## src/rtl/div_arb.sv

```systemverilog
// div_arb: round-robin scheduler that shares one 16-bit divider between two requesters.
// Optional build macro DIV_ZERO_CHK_EN answers zero divisors locally without starting the divider.
module div_arb #(
    parameter int TMO_W = 5
) (
    input  logic        clk,
    input  logic        n_rst,
    input  logic        req0,
    input  logic        req1,
    input  logic [15:0] dvd0,
    input  logic [15:0] dvd1,
    input  logic [15:0] dvs0,
    input  logic [15:0] dvs1,
    output logic        gnt0,
    output logic        gnt1,
    output logic        done0,
    output logic        done1,
    output logic [31:0] rsp_data,
    output logic        rsp_err,
    output logic [15:0] div_M,
    output logic [15:0] div_Q,
    output logic        div_start,
    input  logic [31:0] div_result,
    input  logic        div_done,
    output logic        busy
);

    localparam logic [1:0] ST_IDLE  = 2'd0;
    localparam logic [1:0] ST_ISSUE = 2'd1;
    localparam logic [1:0] ST_WAIT  = 2'd2;
    localparam logic [1:0] ST_RESP  = 2'd3;

    localparam logic [TMO_W-1:0] WDOG_MAX = {TMO_W{1'b1}};
    localparam logic [TMO_W-1:0] WDOG_ONE = {{(TMO_W-1){1'b0}}, 1'b1};

    logic [1:0]       state_r;
    logic [1:0]       state_nxt_s;
    logic             owner_r;
    logic             last_r;
    logic             pick1_s;
    logic [15:0]      op_m_r;
    logic [15:0]      op_q_r;
    logic [TMO_W-1:0] wdog_r;
    logic [TMO_W-1:0] wdog_inc_s;
    logic             tmo_s;
    logic             start_ok_s;
    logic             zero_hit_s;
    logic             gnt0_r;
    logic             gnt1_r;
    logic             done0_r;
    logic             done1_r;
    logic             div_start_r;
    logic [31:0]      rsp_data_r;
    logic             rsp_err_r;

    assign wdog_inc_s = wdog_r + WDOG_ONE;
    assign tmo_s      = (wdog_inc_s == WDOG_MAX);

`ifdef DIV_ZERO_CHK_EN
    logic zero_r;

    // Flag a zero divisor in ISSUE; WAIT then completes it one cycle later without the divider
    always_ff @(posedge clk or negedge n_rst) begin
        if (!n_rst) begin
            zero_r <= 1'b0;
        end else if (state_r == ST_ISSUE) begin
            zero_r <= (op_m_r == 16'h0000);
        end else begin
            zero_r <= zero_r;
        end
    end

    assign start_ok_s = (op_m_r != 16'h0000);
    assign zero_hit_s = zero_r && (wdog_r == WDOG_ONE);
`else
    assign start_ok_s = 1'b1;
    assign zero_hit_s = 1'b0;
`endif

    // Round-robin pick: last_r is the requester served last, so the other one wins a tie
    always_comb begin
        pick1_s = 1'b0;
        if (req0 && req1) begin
            pick1_s = ~last_r;
        end else if (req1) begin
            pick1_s = 1'b1;
        end else begin
            pick1_s = 1'b0;
        end
    end

    // Next-state decode; a divider completion beats a coincident timeout
    always_comb begin
        state_nxt_s = state_r;
        case (state_r)
            ST_IDLE: begin
                if (req0 || req1) begin
                    state_nxt_s = ST_ISSUE;
                end else begin
                    state_nxt_s = ST_IDLE;
                end
            end
            ST_ISSUE: state_nxt_s = ST_WAIT;
            ST_WAIT: begin
                if (div_done || zero_hit_s || tmo_s) begin
                    state_nxt_s = ST_RESP;
                end else begin
                    state_nxt_s = ST_WAIT;
                end
            end
            ST_RESP: state_nxt_s = ST_IDLE;
            default: state_nxt_s = ST_IDLE;
        endcase
    end

    // Controller state, operand capture, pulses and response registers
    always_ff @(posedge clk or negedge n_rst) begin
        if (!n_rst) begin
            state_r     <= ST_IDLE;
            owner_r     <= 1'b0;
            last_r      <= 1'b1;
            op_m_r      <= 16'h0000;
            op_q_r      <= 16'h0000;
            wdog_r      <= {TMO_W{1'b0}};
            gnt0_r      <= 1'b0;
            gnt1_r      <= 1'b0;
            done0_r     <= 1'b0;
            done1_r     <= 1'b0;
            div_start_r <= 1'b0;
            rsp_data_r  <= 32'h0000_0000;
            rsp_err_r   <= 1'b0;
        end else begin
            state_r     <= state_nxt_s;
            gnt0_r      <= 1'b0;
            gnt1_r      <= 1'b0;
            done0_r     <= 1'b0;
            done1_r     <= 1'b0;
            div_start_r <= 1'b0;
            case (state_r)
                ST_IDLE: begin
                    if (req0 || req1) begin
                        owner_r <= pick1_s;
                        gnt0_r  <= ~pick1_s;
                        gnt1_r  <= pick1_s;
                        op_q_r  <= pick1_s ? dvd1 : dvd0;
                        op_m_r  <= pick1_s ? dvs1 : dvs0;
                    end
                end
                ST_ISSUE: begin
                    wdog_r      <= {TMO_W{1'b0}};
                    div_start_r <= start_ok_s;
                end
                ST_WAIT: begin
                    wdog_r <= wdog_inc_s;
                    if (div_done) begin
                        rsp_data_r <= div_result;
                        rsp_err_r  <= 1'b0;
                        done0_r    <= ~owner_r;
                        done1_r    <= owner_r;
                    end else if (zero_hit_s) begin
                        rsp_data_r <= {op_q_r, 16'hFFFF};
                        rsp_err_r  <= 1'b1;
                        done0_r    <= ~owner_r;
                        done1_r    <= owner_r;
                    end else if (tmo_s) begin
                        rsp_data_r <= 32'h0000_0000;
                        rsp_err_r  <= 1'b1;
                        done0_r    <= ~owner_r;
                        done1_r    <= owner_r;
                    end
                end
                ST_RESP: begin
                    last_r <= owner_r;
                end
                default: begin
                    last_r <= last_r;
                end
            endcase
        end
    end

    assign gnt0      = gnt0_r;
    assign gnt1      = gnt1_r;
    assign done0     = done0_r;
    assign done1     = done1_r;
    assign div_start = div_start_r;
    assign div_M     = op_m_r;
    assign div_Q     = op_q_r;
    assign rsp_data  = rsp_data_r;
    assign rsp_err   = rsp_err_r;
    assign busy      = (state_r != ST_IDLE);

endmodule

```

## config.mk

```make
export PLATFORM = sky130hd
export DESIGN_NAME = div_arb
export DESIGN_NICKNAME = d
export VERILOG_FILES = /design/src/rtl/div_arb.sv
export SDC_FILE = /design/constraint.sdc
export NUM_CORES = 1
export LEC_CHECK = 0
export ABC_CLOCK_PERIOD_IN_PS = 2260
export BUFFER_PORTS_ARGS = -buffer_cell sky130_fd_sc_hd__buf_4
export CELL_PAD_IN_SITES_DETAIL_PLACEMENT = 1
export CELL_PAD_IN_SITES_GLOBAL_PLACEMENT = 1
export CORE_MARGIN = 1
export CORE_UTILIZATION = 35
export DETAILED_ROUTE_END_ITERATION = 12
export PLACE_DENSITY_LB_ADDON = 0.1
export SLEW_MARGIN = 30
export SYNTH_ARGS = -nofsm -noshare
export SYNTH_HDL_FRONTEND = slang
export SYNTH_SLANG_ARGS = --single-unit
```

## constraint.sdc

```tcl
create_clock -name clk -period 2.26 [get_ports clk]
set_clock_uncertainty 0.2 [all_clocks]
set_input_delay 0.113 -clock clk [delete_from_list [all_inputs] [get_ports clk]]
set_output_delay 0.113 -clock clk [all_outputs]
set_load 0.01 [all_outputs]
```

# --- Word-level counts from Yosys, hierarchy flattened ---
# Cells that the tools add are included.
word_totals:
  regBits: 79
  inputBits: 101
  out_inout_bits: 71
  wordCells: 53
classes:
  add_sub_neg: 1
  n_eq_ne: 4
  muxes: 23
  bitwise: 3
  n_reduce_logical: 9
ops:
  columns: ["op", "count"]
  rows:
  - ["$mux W32", 2]
  - ["$mux W16", 2]
  - ["$mux W1", 17]
  - ["$pmux W5 S2", 1]
  - ["$pmux W2 S4", 1]
  - ["$reduce_bool A2 Y1", 3]
  - ["$add A5 B1 Y5 const B", 1]
  - ["$eq A5 B5 Y1 const B", 1]
  - ["$eq A2 B2 Y1 const B", 2]
  - ["$reduce_and A2 Y1", 2]
  - ["$not A1 Y1", 3]
  - ["$eq A2 B1 Y1 const B", 1]
  - ["$logic_not A2 Y1", 1]
  - ["$logic_or A1 B1 Y1", 2]
  - ["$logic_and A1 B1 Y1", 1]

# --- Depth between registers and ports, before layout ---
logic_depth:
  ltp_word: 5
  ltp_mapped: 8
  depth_no_buf: 5

# --- Least setup slack after synthesis ---
# Ideal clock, no wire load.
synth_path:
  path_kind: "register -> register"
  start: "register state_r[0]"
  end: "register wdog_r[3]"
  arrival_time_ns: 1.479
  setup_slack_ns: 0.456
  stages_incl_launch_ff: 7
  period_less_slack_ns: 1.804
  path_cell_list: "dfrtp_1 > inv_1 > ha_1 > buf_2 > and2_1 > mux2_4 > mux2_2"
synth_via:
  elab_chain_cells: 2
synth_lines:
  columns: ["element", "line", "rtl"]
  rows:
  - ["start: declaration", "36", "logic [1:0] state_r;"]
  - ["start signal: assignment", "133", "state_r <= state_nxt_s;"]
  - ["$eq A2 B2 Y1 / $eq A2 B1 Y1 (equally long branches)", "139", "case (state_r)"]
  - ["$pmux W5 S2 / $reduce_bool A2 Y1 (equally long branches)", null, null]
  - ["end signal: assignment", "124", "wdog_r <= {TMO_W{1'b0}};"]
  - ["end signal: assignment", "150", "wdog_r <= {TMO_W{1'b0}};"]
  - ["end signal: assignment", "154", "wdog_r <= wdog_inc_s;"]
  - ["end: declaration", "43", "logic [TMO_W-1:0] wdog_r;"]
# Several ways; a longest one is shown, not always the timed one.
# A chain may end at the register's enable or synchronous reset.

# --- Final worst setup path ---
layout_path:
  start: "input req0"
  end: "register op_q_r[6], in the netlist div_Q[6]"
layout_via:
  elab_chain_cells: 3
layout_lines:
  columns: ["element", "line", "rtl"]
  rows:
  - ["start: declaration", "8", "input logic req0,"]
  - ["$logic_and A1 B1 Y1", "83", "if (req0 && req1) begin"]
  - ["$mux W1", "83", null]
  - ["$mux W16", "145", "op_q_r <= pick1_s ? dvd1 : dvd0;"]
  - ["end signal: assignment", "145", null]
  - ["end: declaration", "42", "logic [15:0] op_q_r;"]
# Several ways; a longest one is shown, not always the timed one.

==> results.json <==
{
  "clock_tree_from_tritoncts": "yes",
  "max_slew_headroom_pct": 63.29,
  "antenna_violations_before_repair": 0,
  "drtPass1Iterations": 4,
  "clk_pin_slew_ns": 0.09,
  "vdd_drop_max_v": 0.0005524,
  "powerDensity_nw_per_um2": 1124,
  "post-route-util_pct": 63.85,
  "post_synth_cell_types": 36,
  "numPortBuffers": 171,
  "maxCapViolCount": 0,
  "synth_warnings": 0,
  "min-delay-path-class": "input pin to asynchronous set/reset pin",
  "cts_sinks": 79,
  "grt_setup_unrepaired": "false",
  "fp.dieH_um": 102.9,
  "layout_common_cells": "buf_4, dlygate4sd3_1, dfrtp_1",
  "number_of_global_route_vias_before_repair": 3728,
  "crit_fanout": 26,
  "filler_cell_count": 1049,
  "timing_max_transition_violations_final": 0,
  "grtUsageTotal_pct": 24.12,
  "routabilityCongestion": 0.7041,
  "avgRoutedWirePerCell_um": 17.60,
  "synth_async_sr_flop_share_pct": 100.0,
  "fin_total_pwr_w": 0.007045,
  "htree_num_levels": 3,
  "die_width_um": 102.9,
  "fin_crit_ns": 2.185,
  "clock-root-buffer": "clkbuf_8",
  "drc": 0,
  "rows": 36,
  "postSynthAreaPerCell_um2": 11.87,
  "final_min_period_over_clock_period_pct": 96.67,
  "synthesis.area_um2": 3561,
  "synthFlopType": "dfrtp_1",
  "tightestPinTransition_ns": 0.5507,
  "commonest_non_fill_non_tap_cell_in_the_layout": "buf_4",
  "status": "finished, final reports clean",
  "ys_ff_latch": 79,
  "floorplan.core_area_um2": 9819,
  "fmax_mhz": 457.7,
  "final_hold_viol_count": 0,
  "clkLatencyLatePin_ns": 0.34,
  "avgViaCountPerCell": 4.806,
  "worst-endpoint-required_ns": 2.27,
  "critical_path_arrival_ns": 2.19,
  "totalWireLength_mm": 12.51,
  "setup_viol": 0,
  "boundaryPins": 172,
  "timing_worst_setup_path_type": "input pin to flop",
  "cts_buf_count": 9,
  "dp.final_hpwl_mm": 7.213,
  "first_pass_grt_wire_length_mm": 19.13,
  "p_leak_nw": 3.226,
  "post_route_ant_nets": 0,
  "final_nets": 682,
  "clock_tree.buffer_depth": 2,
  "vias": 3417,
  "synth.yosys.seq_area_share_pct": 55.55,
  "met1Wirelength_mm": 4.816,
  "dr_wl_met3_um": 576,
  "drt_iter0_markers": 72,
  "drive_above_1_share_pct": 35.64,
  "insertedDiodeCount": 0,
  "fp.dieArea_um2": 10580,
  "synth-edff-count": 0,
  "synthCells": 300,
  "startpoint_type": "input pin",
  "met2_wirelength_mm": 6.874,
  "maxUsedRoutingLayer": "met4",
  "worst_setup_path_end_kind": "flop",
  "grt_start_max_net_pins": 41,
  "setup-tns-final_ns": 0,
  "area_growth_pct": 76.07,
  "syn-num-nets": 408,
  "globalRouteOverflowTotal": 0,
  "initial_core_util_pct": 36.26
}
-- repair_timing --
action	CTS	global route
endpoints found under the setup margin	0	8
resized for setup	0	1
hold endpoints to repair	129	0
hold buffers	101	0
setup buffers	0	2
-- metal layers --
layer,track usage (%),vias up
li1,-,1618
met1,26.94,1694
met2,45.79,88
met3,4.746,17
met4,7.692,0
met5,0,-
-- final cells by class --
type / instances / area (µm²) / area share, %
clock inverters: 4 / 95.09 / 1.517
well taps: 133 / 166.4 / 2.654
repair buffers: 285 / 2442 / 38.95
flip-flops and latches: 79 / 1978 / 31.55
clock buffers: 11 / 131.4 / 2.095
inverters: 6 / 22.52 / 0.3592
multi-input cells: 193 / 1434 / 22.87
-- state kept, by name, summed over array words and instances, names as in the netlist --
| signal | cells |
|---|---|
| div_M | 16 |
| div_Q | 16 |
| div_start | 1 |
| done0 | 1 |
| done1 | 1 |
| gnt0 | 1 |
| gnt1 | 1 |
| last_r | 1 |
| owner_r | 1 |
| rsp_data | 32 |
| rsp_err | 1 |
| state_r | 2 |
| wdog_r | 5 |
-- worst max-delay path, stage by stage --
cell and delay, ns:
dlygate4sd3_1 0.53, buf_4 0.16, a21boi_4 0.21, buf_12 0.23
mux2i_2 0.27, dlygate4sd3_1 0.59, o21ai_0 0.07
-- power by group --
part           internal (W)  switching, W  total, W  leakage, nW
clock network      0.000728      0.000511   0.00124        0.113
registers           0.00208      0.000402   0.00248        0.969
logic               0.00173       0.00160   0.00332         2.14
-- Yosys cell counts (3+ instances only) --
master,count,share of area [%]
dfrtp_1,78,55
mux2i_1,56,16
a21oi_1,31,4.4
o21ai_0,25,3.5
nand2_1,23,2.4
and3_1,12,2.1
a221o_1,10,2.8
buf_2,8,1.1
ha_1,7,2.5
buf_6,6,1.9
inv_1,6,0.63
clkbuf_1,5,0.53
buf_4,3,0.63
o21ai_1,3,0.42
-- path summary, 6_finish.rpt --
kind / startpoint / endpoint / slack (ns) / cells after the start
worst max-delay path: req0 / div_Q[6] / 0.08 / 7
worst min-delay path: n_rst / div_M[12] / 0.10 / 2
worst max register to register: last_r / div_Q[6] / 0.18 / 5
worst min register to register: div_Q[0] / div_Q[0] / 0.29 / 2
max in group asynchronous: n_rst / last_r / 1.06 / 3
min in group clk: div_Q[0] / div_Q[0] / 0.29 / 2
-- kinds of logic after synthesis --
| group | after synthesis | synth area share (%) |
|---|---|---|
| DFF | 79 | 55.55 |
| AOI/OAI and AO/OA | 78 | 13.21 |
| muxes | 59 | 16.80 |
| and+or+nand+nor | 48 | 6.922 |
| buffers and inverters | 28 | 4.814 |
| adders and majority gates | 7 | 2.459 |
| xor gates and xnor gates | 1 | 0.2460 |
-- metrics by stage --
step,std cells,setup WS [ns],hold WS (ns),area [µm²]
2_1_floorplan,300,0.4562,-0.3826,3561
5_1_grt,711,0.01280,0.1410,6270
3_5_place_dp,593,0.3604,-0.07046,5014
6_report,711,0.07521,0.1043,6270
3_3_place_gp,593,0.4131,-0.07215,5014
4_1_cts,709,0.05127,0.09603,6251
Note: power is estimated with default switching activity, not from simulation.
